File: config.mk
export PLATFORM = sky130hd
export DESIGN_NAME = sa_tile_scheduler
export DESIGN_NICKNAME = d
export VERILOG_FILES = /design/src/rtl/sa_pkg.sv /design/src/rtl/sa_sched_watchdog.sv /design/src/rtl/sa_tile_scheduler.sv
export SDC_FILE = /design/constraint.sdc
export NUM_CORES = 1
export LEC_CHECK = 0
export ABC_CLOCK_PERIOD_IN_PS = 3300
export CORE_UTILIZATION = 48
export CTS_CLUSTER_SIZE = 24
export DETAILED_ROUTE_END_ITERATION = 10
export PLACE_DENSITY = 0.74
export SYNTH_ARGS = -nofsm -noshare
export SYNTH_HDL_FRONTEND = slang
export SYNTH_SLANG_ARGS = --single-unit
File: constraint.sdc
create_clock -name clk -period 3.3 [get_ports clk]
set_input_delay 0.33 -clock clk [delete_from_list [all_inputs] [get_ports clk]]
set_output_delay 0.33 -clock clk [all_outputs]
set_load 0.01 [all_outputs]
File: src/rtl/sa_pkg.sv
// Shared types and constants for the systolic-array tile scheduler.
// Latency: n/a (package). Backpressure: n/a.
// Holds state encodings, the tile-size ceiling, read-select codes and the config check.
package sa_pkg;

    typedef logic [2:0] sched_state_t;

    localparam sched_state_t S_IDLE   = 3'd0;
    localparam sched_state_t S_RD_WGT = 3'd1;
    localparam sched_state_t S_RD_SRC = 3'd2;
    localparam sched_state_t S_COMP   = 3'd3;
    localparam sched_state_t S_WR     = 3'd4;
    localparam sched_state_t S_NEXT   = 3'd5;
    localparam sched_state_t S_FAIL   = 3'd6;

    localparam logic [10:0] MAX_BLK_BYTES = 11'd1024;

    localparam logic RD_SEL_WGT = 1'b0;
    localparam logic RD_SEL_SRC = 1'b1;

    // Tiles must be whole 32-bit words and fit the engine buffer.
    function automatic logic blk_bytes_bad(input logic [10:0] b);
        return (b == 11'd0) || (b[1:0] != 2'b00) || (b > MAX_BLK_BYTES);
    endfunction

endpackage

File: src/rtl/sa_sched_watchdog.sv
// Wait-state watchdog: counts cycles while enabled, flags expiry one count short of all-ones.
// Latency: expire is combinational from the count register. Backpressure: none.
// Clear dominates enable so each new wait state starts from zero.
module sa_sched_watchdog #(
    parameter int TO_W = 20
) (
    input  logic clk,
    input  logic rst,
    input  logic i_en,
    input  logic i_clr,
    output logic o_expire
);

    localparam logic [TO_W-1:0] LAST_CNT = {{(TO_W-1){1'b1}}, 1'b0};

    logic [TO_W-1:0] r_cnt;

    // The increment that would reach all-ones is the one that fires.
    assign o_expire = i_en && (r_cnt == LAST_CNT);

    always_ff @(posedge clk) begin
        if (rst || i_clr) begin
            r_cnt <= '0;
        end else if (i_en) begin
            r_cnt <= r_cnt + TO_W'(1);
        end
    end

endmodule

File: src/rtl/sa_tile_scheduler.sv
// Tile sequencer: per tile issues weight read, activation read, engine start, write; optional watchdog SA_SCHED_TIMEOUT_EN.
// Latency: start edge -> first command 1 cycle; done pulse -> next command 1 cycle (+1 between tiles).
// Backpressure: none; each step waits indefinitely for its completion pulse unless the watchdog is built in.
module sa_tile_scheduler
    import sa_pkg::*;
#(
    parameter int ADDR_W = 32,
    parameter int BLK_W  = 16,
    parameter int TO_W   = 20
) (
    input  logic              clk,
    input  logic              rst,
    input  logic              i_start,
    input  logic [ADDR_W-1:0] i_src_addr,
    input  logic [ADDR_W-1:0] i_wgt_addr,
    input  logic [ADDR_W-1:0] i_dst_addr,
    input  logic [10:0]       i_blk_bytes,
    input  logic [BLK_W-1:0]  i_num_blk,
    input  logic              i_wgt_reuse,
    output logic              o_rd_start,
    output logic [ADDR_W-1:0] o_rd_addr,
    output logic              o_rd_sel,
    output logic [7:0]        o_num_trans,
    input  logic              i_rd_done,
    input  logic              i_wr_done,
    input  logic              i_eng_done,
    input  logic              i_wr_err,
    input  logic              i_eng_err,
    output logic              o_eng_start,
    output logic              o_wr_start,
    output logic [ADDR_W-1:0] o_wr_addr,
    output logic [BLK_W-1:0]  o_blk_idx,
    output logic              o_busy,
    output logic              o_done,
    output logic              o_error
);

    localparam logic [BLK_W-1:0] BLK_ONE = BLK_W'(1);

    sched_state_t      r_state, w_nxt;
    logic              r_start_d, r_reuse;
    logic [ADDR_W-1:0] r_src_ptr, r_wgt_ptr, r_dst_ptr;
    logic [10:0]       r_blk_bytes;
    logic [BLK_W-1:0]  r_num_blk, r_blk_idx;
    logic              r_rd_start, r_rd_sel, r_eng_start, r_wr_start;
    logic [ADDR_W-1:0] r_rd_addr, r_wr_addr;
    logic [7:0]        r_num_trans;
    logic              r_busy, r_done, r_error;
    logic              w_start_edge, w_cfg_bad, w_last, w_err, w_expire;
    logic [ADDR_W-1:0] w_inc;

    assign w_start_edge = i_start & ~r_start_d;
    assign w_cfg_bad    = blk_bytes_bad(i_blk_bytes);
    assign w_last       = (r_blk_idx == r_num_blk - BLK_ONE);
    assign w_inc        = ADDR_W'(r_blk_bytes);
    assign w_err        = i_wr_err | i_eng_err | w_expire;

`ifdef SA_SCHED_TIMEOUT_EN
    logic w_waiting;
    assign w_waiting = r_state inside {S_RD_WGT, S_RD_SRC, S_COMP, S_WR};

    sa_sched_watchdog #(.TO_W(TO_W)) u_watchdog (
        .clk      (clk),
        .rst      (rst),
        .i_en     (w_waiting),
        .i_clr    ((w_nxt != r_state) | ~w_waiting),
        .o_expire (w_expire)
    );
`else
    // Without the watchdog nothing can expire; a zero-width counter is the only degenerate case.
    assign w_expire = (TO_W == 0);
`endif

    // Completions in the command cycle itself are too early and are dropped.
    always_comb begin
        w_nxt = r_state;
        case (r_state)
            S_IDLE: begin
                if (w_start_edge) begin
                    if (w_cfg_bad)            w_nxt = S_FAIL;
                    else if (i_num_blk != '0) w_nxt = S_RD_WGT;
                end
            end
            S_RD_WGT: if (w_err) w_nxt = S_FAIL;
                      else if (i_rd_done && !r_rd_start) w_nxt = S_RD_SRC;
            S_RD_SRC: if (w_err) w_nxt = S_FAIL;
                      else if (i_rd_done && !r_rd_start) w_nxt = S_COMP;
            S_COMP:   if (w_err) w_nxt = S_FAIL;
                      else if (i_eng_done && !r_eng_start) w_nxt = S_WR;
            S_WR:     if (w_err) w_nxt = S_FAIL;
                      else if (i_wr_done && !r_wr_start) w_nxt = S_NEXT;
            S_NEXT:   if (w_err) w_nxt = S_FAIL;
                      else if (w_last) w_nxt = S_IDLE;
                      else w_nxt = r_reuse ? S_RD_SRC : S_RD_WGT;
            default:  w_nxt = S_IDLE;
        endcase
    end

    always_ff @(posedge clk) begin
        if (rst) begin
            r_state     <= S_IDLE;
            r_start_d   <= 1'b0;
            r_reuse     <= 1'b0;
            r_src_ptr   <= '0;
            r_wgt_ptr   <= '0;
            r_dst_ptr   <= '0;
            r_blk_bytes <= '0;
            r_num_blk   <= '0;
            r_blk_idx   <= '0;
            r_rd_start  <= 1'b0;
            r_rd_sel    <= RD_SEL_WGT;
            r_rd_addr   <= '0;
            r_num_trans <= '0;
            r_eng_start <= 1'b0;
            r_wr_start  <= 1'b0;
            r_wr_addr   <= '0;
            r_busy      <= 1'b0;
            r_done      <= 1'b0;
            r_error     <= 1'b0;
        end else begin
            r_state     <= w_nxt;
            r_start_d   <= i_start;
            r_rd_start  <= 1'b0;
            r_eng_start <= 1'b0;
            r_wr_start  <= 1'b0;
            r_done      <= 1'b0;
            r_error     <= 1'b0;

            if (r_state == S_IDLE && w_start_edge) begin
                r_src_ptr   <= i_src_addr;
                r_wgt_ptr   <= i_wgt_addr;
                r_dst_ptr   <= i_dst_addr;
                r_blk_bytes <= i_blk_bytes;
                r_num_blk   <= i_num_blk;
                r_reuse     <= i_wgt_reuse;
                r_num_trans <= i_blk_bytes[9:2];
                r_blk_idx   <= '0;
                r_done      <= ~w_cfg_bad && (i_num_blk == '0);
            end

            // Pointers step as the write completes so they are ready when NEXT picks the next read.
            if (r_state == S_WR && w_nxt == S_NEXT) begin
                r_src_ptr <= r_src_ptr + w_inc;
                r_dst_ptr <= r_dst_ptr + w_inc;
                if (!r_reuse) r_wgt_ptr <= r_wgt_ptr + w_inc;
            end
            if (r_state == S_NEXT && w_nxt != S_FAIL) r_blk_idx <= r_blk_idx + BLK_ONE;

            if (w_nxt != r_state) begin
                case (w_nxt)
                    S_RD_WGT: begin
                        r_rd_start <= 1'b1;
                        r_rd_sel   <= RD_SEL_WGT;
                        r_rd_addr  <= (r_state == S_IDLE) ? i_wgt_addr : r_wgt_ptr;
                        r_busy     <= 1'b1;
                    end
                    S_RD_SRC: begin
                        r_rd_start <= 1'b1;
                        r_rd_sel   <= RD_SEL_SRC;
                        r_rd_addr  <= r_src_ptr;
                    end
                    S_COMP: r_eng_start <= 1'b1;
                    S_WR: begin
                        r_wr_start <= 1'b1;
                        r_wr_addr  <= r_dst_ptr;
                    end
                    S_FAIL: begin
                        r_error <= 1'b1;
                        r_busy  <= 1'b0;
                    end
                    S_IDLE: if (r_state == S_NEXT) begin
                        r_done <= 1'b1;
                        r_busy <= 1'b0;
                    end
                    default: ;
                endcase
            end
        end
    end

    assign o_rd_start  = r_rd_start;
    assign o_rd_addr   = r_rd_addr;
    assign o_rd_sel    = r_rd_sel;
    assign o_num_trans = r_num_trans;
    assign o_eng_start = r_eng_start;
    assign o_wr_start  = r_wr_start;
    assign o_wr_addr   = r_wr_addr;
    assign o_blk_idx   = r_blk_idx;
    assign o_busy      = r_busy;
    assign o_done      = r_done;
    assign o_error     = r_error;

endmodule

# Word-level counts from Yosys, hierarchy flattened
# Index checks and enable logic that the tools add are counted.
# op_classes
n_addsub	5
order_cmp	1
eq_ne	15
muxes	37
bitwise_logic	5
reduce_logical	27
# ops
cell	count
32-bit two-way mux	8
32-bit by 11-bit adder with 32-bit output	3
32-bit case mux with 2 select lines	1
3-bit two-way mux	12
16-bit two-way mux	2
3-bit case mux with 6 select lines	1
16-bit by 1-bit adder with 16-bit output, second input constant	1
16-bit equality test	1
16-bit logical NOT	1
16-bit nonzero test	1
16-bit by 1-bit subtractor with 16-bit output, second input constant	1
3-bit equality test, second input constant	5
3-bit by 2-bit equality test with 1-bit output, second input constant	4
11-bit greater-than comparator, second input constant	1
11-bit logical NOT	1
1-bit two-way mux	9
2-bit nonzero test	4
1-bit logical AND	7
3-bit by 1-bit equality test with 1-bit output, second input constant	2
3-bit logical NOT	2
2-bit two-way mux	2
2-bit AND reduction	2
2-bit OR reduction	2
1-bit logical NOT	3
other kinds (11)	14
# totals
reg_bits	223
in_bits	132
output_inout_bits	95
elab_cells	109

# Logic depth before layout (Yosys ltp)
# depth
depth_word	9
mapped_depth	15
depth_no_buf	12

# Least setup slack after synthesis
# OpenSTA, ideal clock, no wires.
# synth_path
path_kind	register to register
start	register r_num_blk[0]
end	register r_rd_addr[10] (netlist: o_rd_addr[10])
t_arrival_ns	3.147
t_required_ns	3.183
setup_slack_ns	0.036
stages_incl_launch_ff	14
cell_sequence	dfxtp_1 > inv_1 > ha_1 > clkbuf_1 > nand2b_1 > o211ai_1 > o21ai_0 > a2111oi_0 > nand4_1 > nand2_1 > nor3b_2 > buf_2 > mux2_2 > a22o_1
# synth_between
elab_chain_len	8
# synth_lines
element	line_no	source
start, declared	sa_tile_scheduler.sv:44	logic [BLK_W-1:0] r_num_blk, r_blk_idx;
start signal, assigned	sa_tile_scheduler.sv:134	r_num_blk <= i_num_blk;
16-bit by 1-bit subtractor with 16-bit output *	sa_tile_scheduler.sv:54	assign w_last = (r_blk_idx == r_num_blk - BLK_ONE);
16-bit equality test *	sa_tile_scheduler.sv:54	
2-bit two-way mux *	sa_tile_scheduler.sv:93	else if (w_last) w_nxt = S_IDLE;
3-bit two-way mux *	sa_tile_scheduler.sv:92	S_NEXT: if (w_err) w_nxt = S_FAIL;
3-bit case mux with 6 select lines *	sa_tile_scheduler.sv:77	case (r_state)
3-bit by 1-bit equality test with 1-bit output / 3-bit by 2-bit equality test with 1-bit output (equally long branches)	sa_tile_scheduler.sv:150	case (w_nxt)
2-bit nonzero test (no line)	-	
2-bit AND reduction (no line)	-	
end signal, assigned	sa_tile_scheduler.sv:154	r_rd_addr <= (r_state == S_IDLE) ? i_wgt_addr : r_wgt_ptr;
end signal, assigned	sa_tile_scheduler.sv:160	r_rd_addr <= r_src_ptr;
end, declared	sa_tile_scheduler.sv:46	logic [ADDR_W-1:0] r_rd_addr, r_wr_addr;
# Every way passes the cells marked *; elsewhere a longest branch is shown, timed or not.
# A chain may end at the register's enable or synchronous reset.

# Worst setup path in the final report
# layout_path
start	register r_num_blk[5]
end	register r_rd_addr[12] (netlist: o_rd_addr[12])
# Same word-level chain as after synthesis.

==> impl.org <==
** Critical path
- Capturing point of the worst reg2reg path :: o_rd_addr[12]$_SDFFE_PP0P_
- Data arrival time at the worst-slack endpoint :: 3640 ps
- Category of the critical setup timing path :: flop to flop
- Worst setup SP type :: flop
- CP required :: roughly 3700 ps
- Of all nets on the critical path, the largest fanout is 8.
- Flop2flop setup slack :: 70 ps
- The worst setup path is captured at a flop.
- For the worst flop-to-flop path, the logic depth is 12.
- In this run the critical register-to-register path is launched from r_num_blk[5]$_SDFFE_PP0P_.

** Detailed routing
- The first routing iteration left about 1100 violations.
- Total DRC errors in the routed layout :: 0
- In this run the top signal layer used is met4.
- Number of routed nets with antenna violations :: 0
- Detailed Routing Iterations Pass 1 :: 5
- Dividing the detail-routed via count by the number of cells gives a little under 6.
- After detailed routing, the average wire length per cell comes to between 15 and 20 µm.
- WL final :: about 38 mm
- In the final routing, the length of wire on met1 measures about 17 mm.
- The final route contains roughly 12000 vias.
- Routed wire length on met2 :: roughly 17 mm
- Routed met3 length :: about 2.5 mm

** Logic synthesis
- Cell type with the largest total area after synthesis :: dfxtp_1
- The compound-cell area share of the yosys netlist came to 0.234.
- Number of enable-type register cells in the synthesized netlist :: 0
- Sequential share of the synthesized area :: 0.355
- In the post-synthesis netlist, the biggest area contributors are dfxtp_1 (35%), nand2_1 (8.0%), a21oi_1 (5.7%).
- Counting every net in the synthesized netlist gives 1653.
- Of the total synthesized cell area, the portion taken by AND, OR, NAND and NOR gates is 0.228.
- Yosys cell types :: 80
- In this run the mean area of a mapped cell was roughly 8 µm².
- Among all flip-flop cells after synthesis, the most frequent one is dfxtp_1.
- Xor/xnor share of the synthesized area :: 0.0323
- Arithmetic-cell share of the synthesized area counting full adders, half adders and majority gates :: 0.0411
- Flops & latches, synth :: about 220
- Yosys top cell area share :: 0.355
- Share of synthesized area spent on multiplexers :: 0.0615
- Dominant combinational cell family by area after synthesis :: compound AO/OA/AOI/OAI gates
- The cell area that synthesis handed to floorplanning was 12100 µm².
- For this run, the number of Yosys warnings is 0.
- Syn Inst Count :: approximately 1500
- Of all flip-flops after synthesis, the portion carrying an async set or reset was 0.

** Placement
- After legalization and detailed placement, the total HPWL measured approximately 28 mm.
- Global placement routability congestion :: 0.887
- Total of buffers placed on input and output ports :: 226

** Global routing
- For this run, the total global-route usage over all layers was measured as 0.289.
- Entering global routing, the biggest net connects 68 pins.
- Summed over all layers, the global routing overflow is 0.
- The initial antenna violation count is 0.
- The first global-routing pass estimated 60.9 mm of wire.
- Vias in the first global route :: around 12000

** Die
- Core area :: ~25000 µm²
- Initial cell density of the core :: 0.494
- Die Y-Extent :: around 160 µm
- Die outline width :: 161 µm
- The floorplan has 57 rows.
- The die covers between 20000 and 30000 µm².
- During I/O placement, the number of pins put on the boundary was between 200 and 250.

** STA
- Based on the critical path, the design can be clocked at up to roughly 310 MHz.
- The final hold violation count is 0.
- At the pin with the least slew margin, the transition time is between 700 and 800 ps.
- Setup violations remaining at the end of the flow were counted as 0.
- Across all hold checks on the routed design, the worst slack comes to 221 ps.
- Of the available clock period, the critical path in the final layout requires 0.980.
- Final period demand of the worst path :: between 3000 and 4000 ps
- Unrepaired setup endpoints after global routing :: yes
- Measured against its own limit, the worst slew margin works out to 0.481.
- Setup Skew :: 22.9 ps
- Final Max Slew Viols :: 0

** Clock tree
- TritonCTS built the clock tree.
- Clock tree synthesis found a total of around 220 sinks.
- The clock passes through at most 3 buffers.
- In this run, CTS created clock tree buffers numbering 24.
- The clock reaches the later pin of the worst-skew pair after roughly 530 ps.
- Number of levels in the clock H-tree :: 1
- Clock-pin slew was measured on the worst setup and hold paths at approximately 60 ps.
- CTS Root Cell :: clkbuf_16
- For this design, the CTS-stage hold fixing added 0 buffers.

** Power and ir drop
- Dividing total power by cell area gives a power density of 543 nW/µm².
- The worst-case IR drop observed on VDD is around 0.00033 V.
- Reported leakage power :: roughly 6.3 nW

** Worst hold path
- Worst Hold Launch :: rst
- Along the worst hold path, the cell count comes to 2.
- The path with the worst hold slack has its endpoint at o_done$_SDFF_PP0_.
- In this run the worst hold path is classified as primary input to flop.

** Cells and area
- Share of post-route cells with drive strength above 1 :: 0.160
- Counting the fill cells in the layout gives approximately 2100.
- Commonest cells after routing, fill and taps aside :: nand2_1 (256), clkdlybuf4s50_1 (225), dfxtp_1 (213)
- The final layout contains around 1900 nets.
- The number of antenna diodes in the final layout is 0.
- Utilization of the core after routing :: 0.673
- Relative to the synthesized area, the layout overhead comes to 36.1%.
- Most common library cell in the layout ignoring fill and taps :: nand2_1

** Flow run
- Number of violations of the max-capacitance limit :: 0

** Status
- The flow ran to the end, and the final reports show no timing, DRC or antenna violations.
## area by class of cell
cell class | count | area, µm² | share of cell area
Clock buffer | 32 | 672 | 0.0407
Clock inverter | 12 | 170 | 0.0103
Inverter | 31 | 116 | 0.00705
Multi-Input combinational cell | 1134 | 7360 | 0.446
Sequential cell | 215 | 4310 | 0.261
Tap cell | 324 | 405 | 0.0246
Timing Repair Buffer | 362 | 3470 | 0.210
## flip-flops by register name (all words and copies together), names as in the netlist
name         flops
r_state          3
r_wgt_ptr       32
r_num_blk       16
o_rd_start       1
r_start_d        1
o_error          1
o_wr_addr       32
o_busy           1
r_dst_ptr       32
o_rd_addr       32
r_src_ptr       32
o_eng_start      1
o_rd_sel         1
r_reuse          1
o_wr_start       1
o_done           1
o_blk_idx       16
r_blk_bytes     11
## cells by family (layout without fill, tap and decap cells)
group	Yosys count	after routing
xor gates and xnor gates	43	43
adders and majority gates	38	38
muxes	67	67
and+or+nand+nor	568	568
DFF	215	215
AOI/OAI and AO/OA	418	418
buffers and inverters	134	437
## per-stage QoR
step	cell area, µm²	setup slack (ps)	TNS [ps]	instances	power (mW)
3_3_place_gp	15400	-335	-11000	2059	5.84
5_1_grt	16500	-49.9	-413	2110	9.35
4_1_cts	16300	1.77	0	2105	8.88
6_report	16500	65.6	0	2110	8.96
3_5_place_dp	15400	-358	-22650	2059	5.90
2_1_floorplan	12100	36.0	0	1483	4.76
## synth_stat cells (24+ instances only)
| master | instances |
|---|---|
| clkbuf_1 | 65 |
| nand3_1 | 33 |
| dfxtp_1 | 215 |
| mux2_2 | 60 |
| nor2_1 | 80 |
| a21oi_1 | 139 |
| xnor2_1 | 25 |
| o21ai_0 | 45 |
| nand2_1 | 257 |
| inv_1 | 31 |
| a22o_1 | 35 |
| ha_1 | 35 |
| nor3_1 | 28 |
| a31oi_1 | 37 |
| and3_1 | 26 |
| buf_2 | 24 |
## power by group
| part | leakage, nW | internal [mW] | switching [mW] | total, mW |
|---|---|---|---|---|
| Combinational | 4.09 | 1.49 | 1.46 | 2.95 |
| Clock | 0.414 | 1.75 | 1.15 | 2.90 |
| Sequential | 1.75 | 2.85 | 0.261 | 3.12 |
| Total | 6.25 | 6.09 | 2.87 | 8.96 |
## worst max path at each step
stage,from,endpoint,slack [ps],cells past startpoint
floorplan,r_num_blk[0]$_SDFFE_PP0P_,o_rd_addr[10]$_SDFFE_PP0P_,40,13
global placement,i_blk_bytes[2],r_wgt_ptr[25]$_SDFF_PP0_,-330,11
detailed placement,i_blk_bytes[2],r_wgt_ptr[27]$_SDFF_PP0_,-360,11
CTS,r_num_blk[2]$_SDFFE_PP0P_,o_rd_addr[12]$_SDFFE_PP0P_,2,12
global route,r_num_blk[5]$_SDFFE_PP0P_,o_rd_addr[12]$_SDFFE_PP0P_,-50,12
finish,r_num_blk[5]$_SDFFE_PP0P_,o_rd_addr[12]$_SDFFE_PP0P_,70,12
## worst max-delay path, stage by stage (launching register included)
cell,delay (ps)
dfxtp_2,340
nor4_4,320
nand2_1,120
or4_4,510
a211oi_2,270
buf_4,150
nand4_1,170
nand2_2,130
nor3b_4,220
buf_12,160
buf_16,150
mux2_2,330
a22o_1,230
## timing repair
| action | CTS | global route |
|---|---|---|
| gates cloned | 1 | 1 |
| resized for setup | 6 | 24 |
| pin swaps | 1 | 11 |
| setup buffers | 1 | 4 |
| hold endpoints to repair | 0 | 0 |
| endpoints found under the setup margin | 34 | 139 |
## metal layers
metal / vias up / track usage
met1: 5784 / 0.399
met4: 0 / 0.114
met3: 87 / 0.0385
met5: - / 0
li1: 5994 / -
met2: 468 / 0.457
Power figures use the tool's default switching activity.
